### config.mk
export PLATFORM = sky130hd
export DESIGN_NAME = wb_trace_fifo
export DESIGN_NICKNAME = d
export VERILOG_FILES = /design/src/rtl/wb_trace_fifo.sv
export SDC_FILE = /design/constraint.sdc
export NUM_CORES = 1
export LEC_CHECK = 0
export ABC_AREA = 0
export BUFFER_PORTS_ARGS = -buffer_cell sky130_fd_sc_hd__buf_2
export CORE_UTILIZATION = 45
export DETAILED_ROUTE_END_ITERATION = 7
export SLEW_MARGIN = 40
export SYNTH_ARGS = -nofsm -noshare
export SYNTH_HDL_FRONTEND = slang
export SYNTH_SLANG_ARGS = --single-unit
### constraint.sdc
create_clock -name clk -period 8.2 [get_ports clk]
set_input_delay 0.41 -clock clk [delete_from_list [all_inputs] [get_ports clk]]
set_output_delay 0.41 -clock clk [all_outputs]
set_load 0.03 [all_outputs]
### src/rtl/wb_trace_fifo.sv
// Retire-trace capture FIFO: filters writeback debug traffic down to real register
// writes, buffers them in order and drains them over a valid/ready port.
module wb_trace_fifo #(
  parameter int DEPTH = 16,
  parameter int CNT_W = 16
) (
  input  logic                     clk,
  input  logic                     resetn,
  input  logic [31:0]              debug_wb_pc,
  input  logic [3:0]               debug_wb_rf_we,
  input  logic [4:0]               debug_wb_rf_wnum,
  input  logic [31:0]              debug_wb_rf_wdata,
  input  logic                     trace_clr,
  output logic                     trace_valid,
  input  logic                     trace_ready,
  output logic [31:0]              trace_pc,
  output logic [4:0]               trace_wnum,
  output logic [31:0]              trace_wdata,
  output logic [$clog2(DEPTH):0]   fifo_count,
  output logic                     overflow,
  output logic [CNT_W-1:0]         commit_cnt,
  output logic [CNT_W-1:0]         drop_cnt
);

  localparam int AW = $clog2(DEPTH);
  localparam int EW = 69;
  localparam logic [AW:0]      PTR_ONE = {{AW{1'b0}}, 1'b1};
  localparam logic [CNT_W-1:0] CNT_ONE = {{(CNT_W-1){1'b0}}, 1'b1};

  logic [EW-1:0]    mem [DEPTH];
  logic [AW:0]      wr_ptr_reg;
  logic [AW:0]      rd_ptr_reg;
  logic             overflow_reg;
  logic [CNT_W-1:0] commit_cnt_reg;
  logic [CNT_W-1:0] drop_cnt_reg;

  logic [31:0]      byte_mask;
  logic [EW-1:0]    wr_entry;
  logic [EW-1:0]    head_entry;
  logic             push_req;
  logic             empty;
  logic             full;
  logic             pop;
  logic             push;
  logic             drop;

  generate
    for (genvar gi = 0; gi < 4; gi++) begin : g_mask
      assign byte_mask[gi*8 +: 8] = {8{debug_wb_rf_we[gi]}};
    end
  endgenerate

  assign push_req = (|debug_wb_rf_we) && (debug_wb_rf_wnum != 5'd0);
  assign wr_entry = {debug_wb_pc, debug_wb_rf_wnum, debug_wb_rf_wdata & byte_mask};

  assign empty = (wr_ptr_reg == rd_ptr_reg);
  assign full  = (wr_ptr_reg[AW] != rd_ptr_reg[AW]) &&
                 (wr_ptr_reg[AW-1:0] == rd_ptr_reg[AW-1:0]);

  // Clear wins over everything; a full FIFO still accepts when the head leaves this cycle.
  assign pop  = !empty && trace_ready && !trace_clr;
  assign push = push_req && !trace_clr && (!full || pop);
  assign drop = push_req && !trace_clr && full && !pop;

  always_ff @(posedge clk) begin
    if (push) begin
      mem[wr_ptr_reg[AW-1:0]] <= wr_entry;
    end
  end

  always_ff @(posedge clk or negedge resetn) begin
    if (!resetn) begin
      wr_ptr_reg <= '0;
      rd_ptr_reg <= '0;
    end else if (trace_clr) begin
      wr_ptr_reg <= '0;
      rd_ptr_reg <= '0;
    end else begin
      if (push) begin
        wr_ptr_reg <= wr_ptr_reg + PTR_ONE;
      end
      if (pop) begin
        rd_ptr_reg <= rd_ptr_reg + PTR_ONE;
      end
    end
  end

  always_ff @(posedge clk or negedge resetn) begin
    if (!resetn) begin
      overflow_reg   <= 1'b0;
      commit_cnt_reg <= '0;
      drop_cnt_reg   <= '0;
    end else if (trace_clr) begin
      overflow_reg   <= 1'b0;
      commit_cnt_reg <= '0;
      drop_cnt_reg   <= '0;
    end else begin
      if (push_req && (commit_cnt_reg != '1)) begin
        commit_cnt_reg <= commit_cnt_reg + CNT_ONE;
      end
      if (drop) begin
        overflow_reg <= 1'b1;
        if (drop_cnt_reg != '1) begin
          drop_cnt_reg <= drop_cnt_reg + CNT_ONE;
        end
      end
    end
  end

  // First-word-fall-through head; stale RAM contents are hidden while empty.
  assign head_entry  = empty ? '0 : mem[rd_ptr_reg[AW-1:0]];
  assign trace_valid = !empty;
  assign trace_pc    = head_entry[68:37];
  assign trace_wnum  = head_entry[36:32];
  assign trace_wdata = head_entry[31:0];
  assign fifo_count  = wr_ptr_reg - rd_ptr_reg;
  assign overflow    = overflow_reg;
  assign commit_cnt  = commit_cnt_reg;
  assign drop_cnt    = drop_cnt_reg;

endmodule

## Word level (Yosys, flattened, before mapping)

Memories as Yosys holds them, arrays and structs flattened.
Index checks and enable logic that the tools add are counted.

- Flip-flop bits (word level): 43
- RAM bits: 1104
- Input port bits: 77
- Output and inout port bits: 108
- Logic and storage cells: 53
- Memories kept: 1

- $add $sub $neg: 5
- Eq/ne operators: 5
- Mux-type cells: 14
- Bitwise logic cells: 1
- Reduce and logical (&&, ||, !) cells: 22

Memories:

| memory | depth | width | read ports | clocked after memory_dff | wr ports | RTL line | text |
|---|---|---|---|---|---|---|---|
| mem | 16 | 69 | 1 | 0 | 1 | 30 | `logic [EW-1:0] mem [DEPTH];` |

Operators with widths:

| operator | number |
|---|---|
| 2-to-1 mux 16 bit | 5 |
| 2-to-1 mux 69 bit | 1 |
| adder 16 x 1 -> 16 bit, second input constant | 2 |
| bitwise AND 32 bit | 1 |
| inequality test 16 bit, second input constant | 2 |
| 2-to-1 mux 5 bit | 4 |
| adder 5 x 1 -> 5 bit, second input constant | 2 |
| nonzero test 2 bit | 5 |
| logical AND 1 bit | 9 |
| == test 5 bit | 1 |
| nonzero test 5 bit | 1 |
| subtractor 5 bit | 1 |
| == test 4 bit | 1 |
| logical NOT 1 bit | 4 |
| 2-to-1 mux 1 bit | 4 |
| OR reduction 4 bit | 1 |
| AND reduction 2 bit | 1 |
| logical OR 1 bit | 1 |
| inequality test 1 bit | 1 |

## Longest topological paths before layout

- Depth after elaboration: 8
- Gate-level depth with buffers: 12
- Mapped depth without buffers: 7

## Worst setup path after synthesis

Ideal clock, no wire load.

- Kind: flip-flop to flip-flop
- Start: reg rd_ptr_reg[1]
- End: mem mem[0][0], enable pin
- Arrival time: 6.923 ns
- Required time: 7.619 ns
- Path slack: 0.696 ns
- Stages on the path, launching flop included: 11
- Cells stage by stage: dfrtp_1 > buf_2 > buf_2 > buf_1 > inv_1 > ha_1 > and4_1 > nor3b_4 > nor3_1 > nand2_1 > nor3_1

- Cells in the longest elaborated chain, start to end: 8
- Elaborated cells on any way between the ends: 11
- Those cells by class: eq/ne (2); mux (2); reduce/logical (7)

RTL lines:

| what | RTL line | text |
|---|---|---|
| from (decl) | 32 | `logic [AW:0] rd_ptr_reg;` |
| from (signal assigned) | 83 | `rd_ptr_reg <= rd_ptr_reg + PTR_ONE;` |
| == test 5 bit | 56 | `assign empty = (wr_ptr_reg == rd_ptr_reg);` |
| logical NOT 1 bit | 61 | `assign pop = !empty && trace_ready && !trace_clr;` |
| logical AND 1 bit (2 in series) | 61 |  |
| logical OR 1 bit (*) | 62 | `assign push = push_req && !trace_clr && (!full \|\| pop);` |
| logical AND 1 bit (*) | 62 |  |
| 2-to-1 mux 1 bit (*) | 66 | `if (push) begin` |
| 2-to-1 mux 1 bit (implied by the code) (*) | 67 | `mem[wr_ptr_reg[AW-1:0]] <= wr_entry;` |
| to (decl) | 30 |  |

Mark *: on every way between the ends. The rest lies on a longest branch, timed or not.

## Final worst setup path

- Start: reg rd_ptr_reg[0]
- End: out trace_wdata[21]

- Cells in the longest elaborated chain, start to end: 2
- Elaborated cells on any way between the ends: 3
- Those cells by class: eq/ne (1); mux (1); memory (1)

RTL lines:

| what | RTL line | text |
|---|---|---|
| memory read (16 x 69 bit) / == test 5 bit (equally long branches) | - |  |
| 2-to-1 mux 69 bit (*) | 111 | `assign head_entry = empty ? '0 : mem[rd_ptr_reg[AW-1:0]];` |
| to (decl) | 18 | `output logic [31:0] trace_wdata,` |

Marks and branches as above.

==> results by group <==
Clock tree
  – Setup Buffers After CTS: 0
  – Clock sink count: 1147
  – CTS Buf Count: 114
  – TritonCTS clock tree: built
  – Clock Tree Buf Depth: 3
  – CTS clk-pin slew, worst paths: 60 ps
  – H-tree levels: 3
  – Worst-Skew Late Latency: 690 ps
  – Clock root cell: clkbuf_16

Cells and area
  – FF+latch area: 34200 sq um
  – Fin area: 51200 sq um
  – P&R area growth vs syn: 14.7%
  – Max reg flops: 1104
  – Filler Cells Inserted: 7626
  – Area of the multi-input gates: 9960 sq um
  – Layout cells sized above 1: 0.340
  – Nets: 2262

Die
  – Die Span Y: 317 microns
  – Effective utilization at floorplan: 0.454
  – I/O Pins: 185
  – Die span in x: 317 microns
  – Die area: 100000 sq um
  – Core area: 98300 sq um
  – FP Rows: 115

Setup path
  – Crit Path Class: reg -> out
  – CP required: 7790 ps
  – CP arrival: 4540 ps
  – Nature of the critical path startpoint: flop
  – Critical Path Sink Type: output pin
  – Critical Path Fanout Max: 63

Run
  – Max-Cap Viols: 0

Timing
  – Rel. slew slack: 0.449
  – Final setup TNS: 0 ps
  – Setup violations, final: 0
  – Fin crit period: 4950 ps
  – Final worst-path cycle share: 0.604
  – Fin. max-slew vios: 0
  – Worst-Margin Slew: 825 ps
  – Setup Skew: 32.9 ps
  – RSZ-0062 raised after global routing: false
  – Final hold violations: 0
  – Max Fclk: 202 MHz

Logic synthesis
  – Cell accounting for the most synthesized area: edfxtp_1
  – Most frequent cells after synthesis: edfxtp_1, mux4_2, and2_1
  – Sequential area share after synthesis: 0.768
  – Netlist Area Pre-Place: 44600 sq um
  – Warning count from the yosys run: 0
  – EDFF count, synth: 1104
  – Top_reg_cell synth: edfxtp_1
  – Synth Net Count: 2009
  – Top cell type's share of synthesized area: 0.743
  – Mapped Cells: 1920
  – Ranking of synthesized cells by area: edfxtp_1, mux4_2, dfrtp_1
  – Asr flop ratio synth: 0.0375
  – #FFs+latches synth: 1147
  – Synth cell types: 45
  – Avg Cell Area, Syn: 23.2 sq um
  – Count leader, synth: edfxtp_1

Global route
  – First-pass GRT wire length: 144000 microns
  – Initial antenna violation count: 13
  – Total GRT Usage: 0.199
  – Largest net degree at the start of global routing: 93
  – Number of global-route vias before repair: 21518
  – GRT overflow: 0

Routing
  – Avg WL per Cell: 27.7 microns
  – Uppermost routed layer: met5
  – DRC violations left: 0
  – DRT met1 WL: 42200 microns
  – Via-to-Cell Ratio: 5.79
  – Via count: 20585
  – Initial DRT Pass Iterations: 5
  – Met3 WL: 6620 microns
  – Post-route ant nets: 0
  – Routed WL: 98400 microns
  – DRT iter0 DRCs: 1903
  – Met2 WL post-DR: 48100 microns

Hold path
  – Hold crit path type: in -> reg

Power
  – Leak Pwr: 16.3 nW
  – Peak VDD IR: 0.183 mV
  – Pwr dens: 275 nW/um^2

Placement
  – Hpwl dp: 52000 microns
  – PortBufs: 184
  – Post-DP Area: 47300 sq um
  – Placer Congestion: 0.769

Run status
  – Status: complete, no violations
-- critical path, stage by stage (launching register included) --
cell and delay, ps:
dfrtp_4 820, buf_6 570, buf_12 400, buf_16 440
mux4_2 590, mux4_2 460, and2_1 240, buf_2 210
-- metal layers --
| metal | track usage | vias up |
|---|---|---|
| li1 | - | 8640 |
| met2 | 0.321 | 641 |
| met1 | 0.283 | 11163 |
| met3 | 0.0407 | 131 |
| met5 | 0 | - |
| met4 | 0.0439 | 10 |
-- cells by family (layout without fill, tap and decap cells) --
logic type | count (synthesis) | count (layout) | share of synthesized area
AOI/OAI and AO/OA | 40 | 40 | 0.00592
xor gates and xnor gates | 27 | 27 | 0.00530
adders and majority gates | 12 | 12 | 0.00354
buffers and inverters | 108 | 456 | 0.0120
DFF | 1147 | 1147 | 0.768
muxes | 351 | 351 | 0.176
other | 0 | 1 | 0
and+or+nand+nor | 235 | 235 | 0.0300
-- where the power goes --
part / leakage, nW / switching, mW / internal (mW) / total, mW
Combinational: 3.79 / 1.26 / 1.03 / 2.29
Sequential: 10.6 / 0.0623 / 6.53 / 6.59
Clock: 1.83 / 2.18 / 3.03 / 5.20
Total: 16.3 / 3.50 / 10.6 / 14.1
-- metrics by stage --
step | total power [mW] | hold slack, ps | util | instances | setup slack, ps
3_5_place_dp | 9.06 | 449 | 0.482 | 3341 | 3780
6_report | 14.1 | 101 | 0.520 | 3556 | 3250
2_1_floorplan | 8.41 | 114 | - | 1920 | 696
3_3_place_gp | 9.01 | 490 | 0.479 | 3334 | 3560
4_1_cts | 14.2 | 54.0 | 0.520 | 3553 | 3020
5_1_grt | 14.6 | 86.3 | 0.520 | 3555 | 2890
-- layout by cell type, fill, tap and decap left out, drive strengths merged, types with 9 or more instances in the layout --
cell,instances
dfrtp,43
and2,102
nand4,11
nor3,9
nand2,21
a21oi,15
bufinv,15
nand3,11
xnor2,24
buf,232
ha,11
clkbuf,132
clkinv,54
edfxtp,1104
mux4,345
nor2,44
inv,17
-- path summary, 6_finish.rpt --
path	cells past startpoint	slack [ps]	start	endpoint
worst max-delay path	7	3250	rd_ptr_reg[0]	trace_wdata[21]
worst min-delay path	1	100	debug_wb_pc[26]	mem[14][63]
worst max register to register	9	3790	rd_ptr_reg[3]	mem[4][11]
worst min register to register	1	520	wr_ptr_reg[4]	wr_ptr_reg[4]
max in group asynchronous	2	7480	resetn	rd_ptr_reg[3]
min in group asynchronous	2	270	resetn	commit_cnt[14]
-- area by class of cell --
type	instances	share of cell area
sequential	1147	0.669
multi-input combinational	665	0.195
clock buffer	132	0.0571
tap	1287	0.0315
timing repair buffer	233	0.0299
clock inverter	79	0.0164
inverter	12	0.000978
antenna	1	0.0000489
-- repair_timing --
action,CTS,global route
hold buffers,1,0
endpoints found under the hold margin,43,0
setup endpoints to repair,0,0
gates resized for setup,0,0
Note: power is estimated with default switching activity, not from simulation.
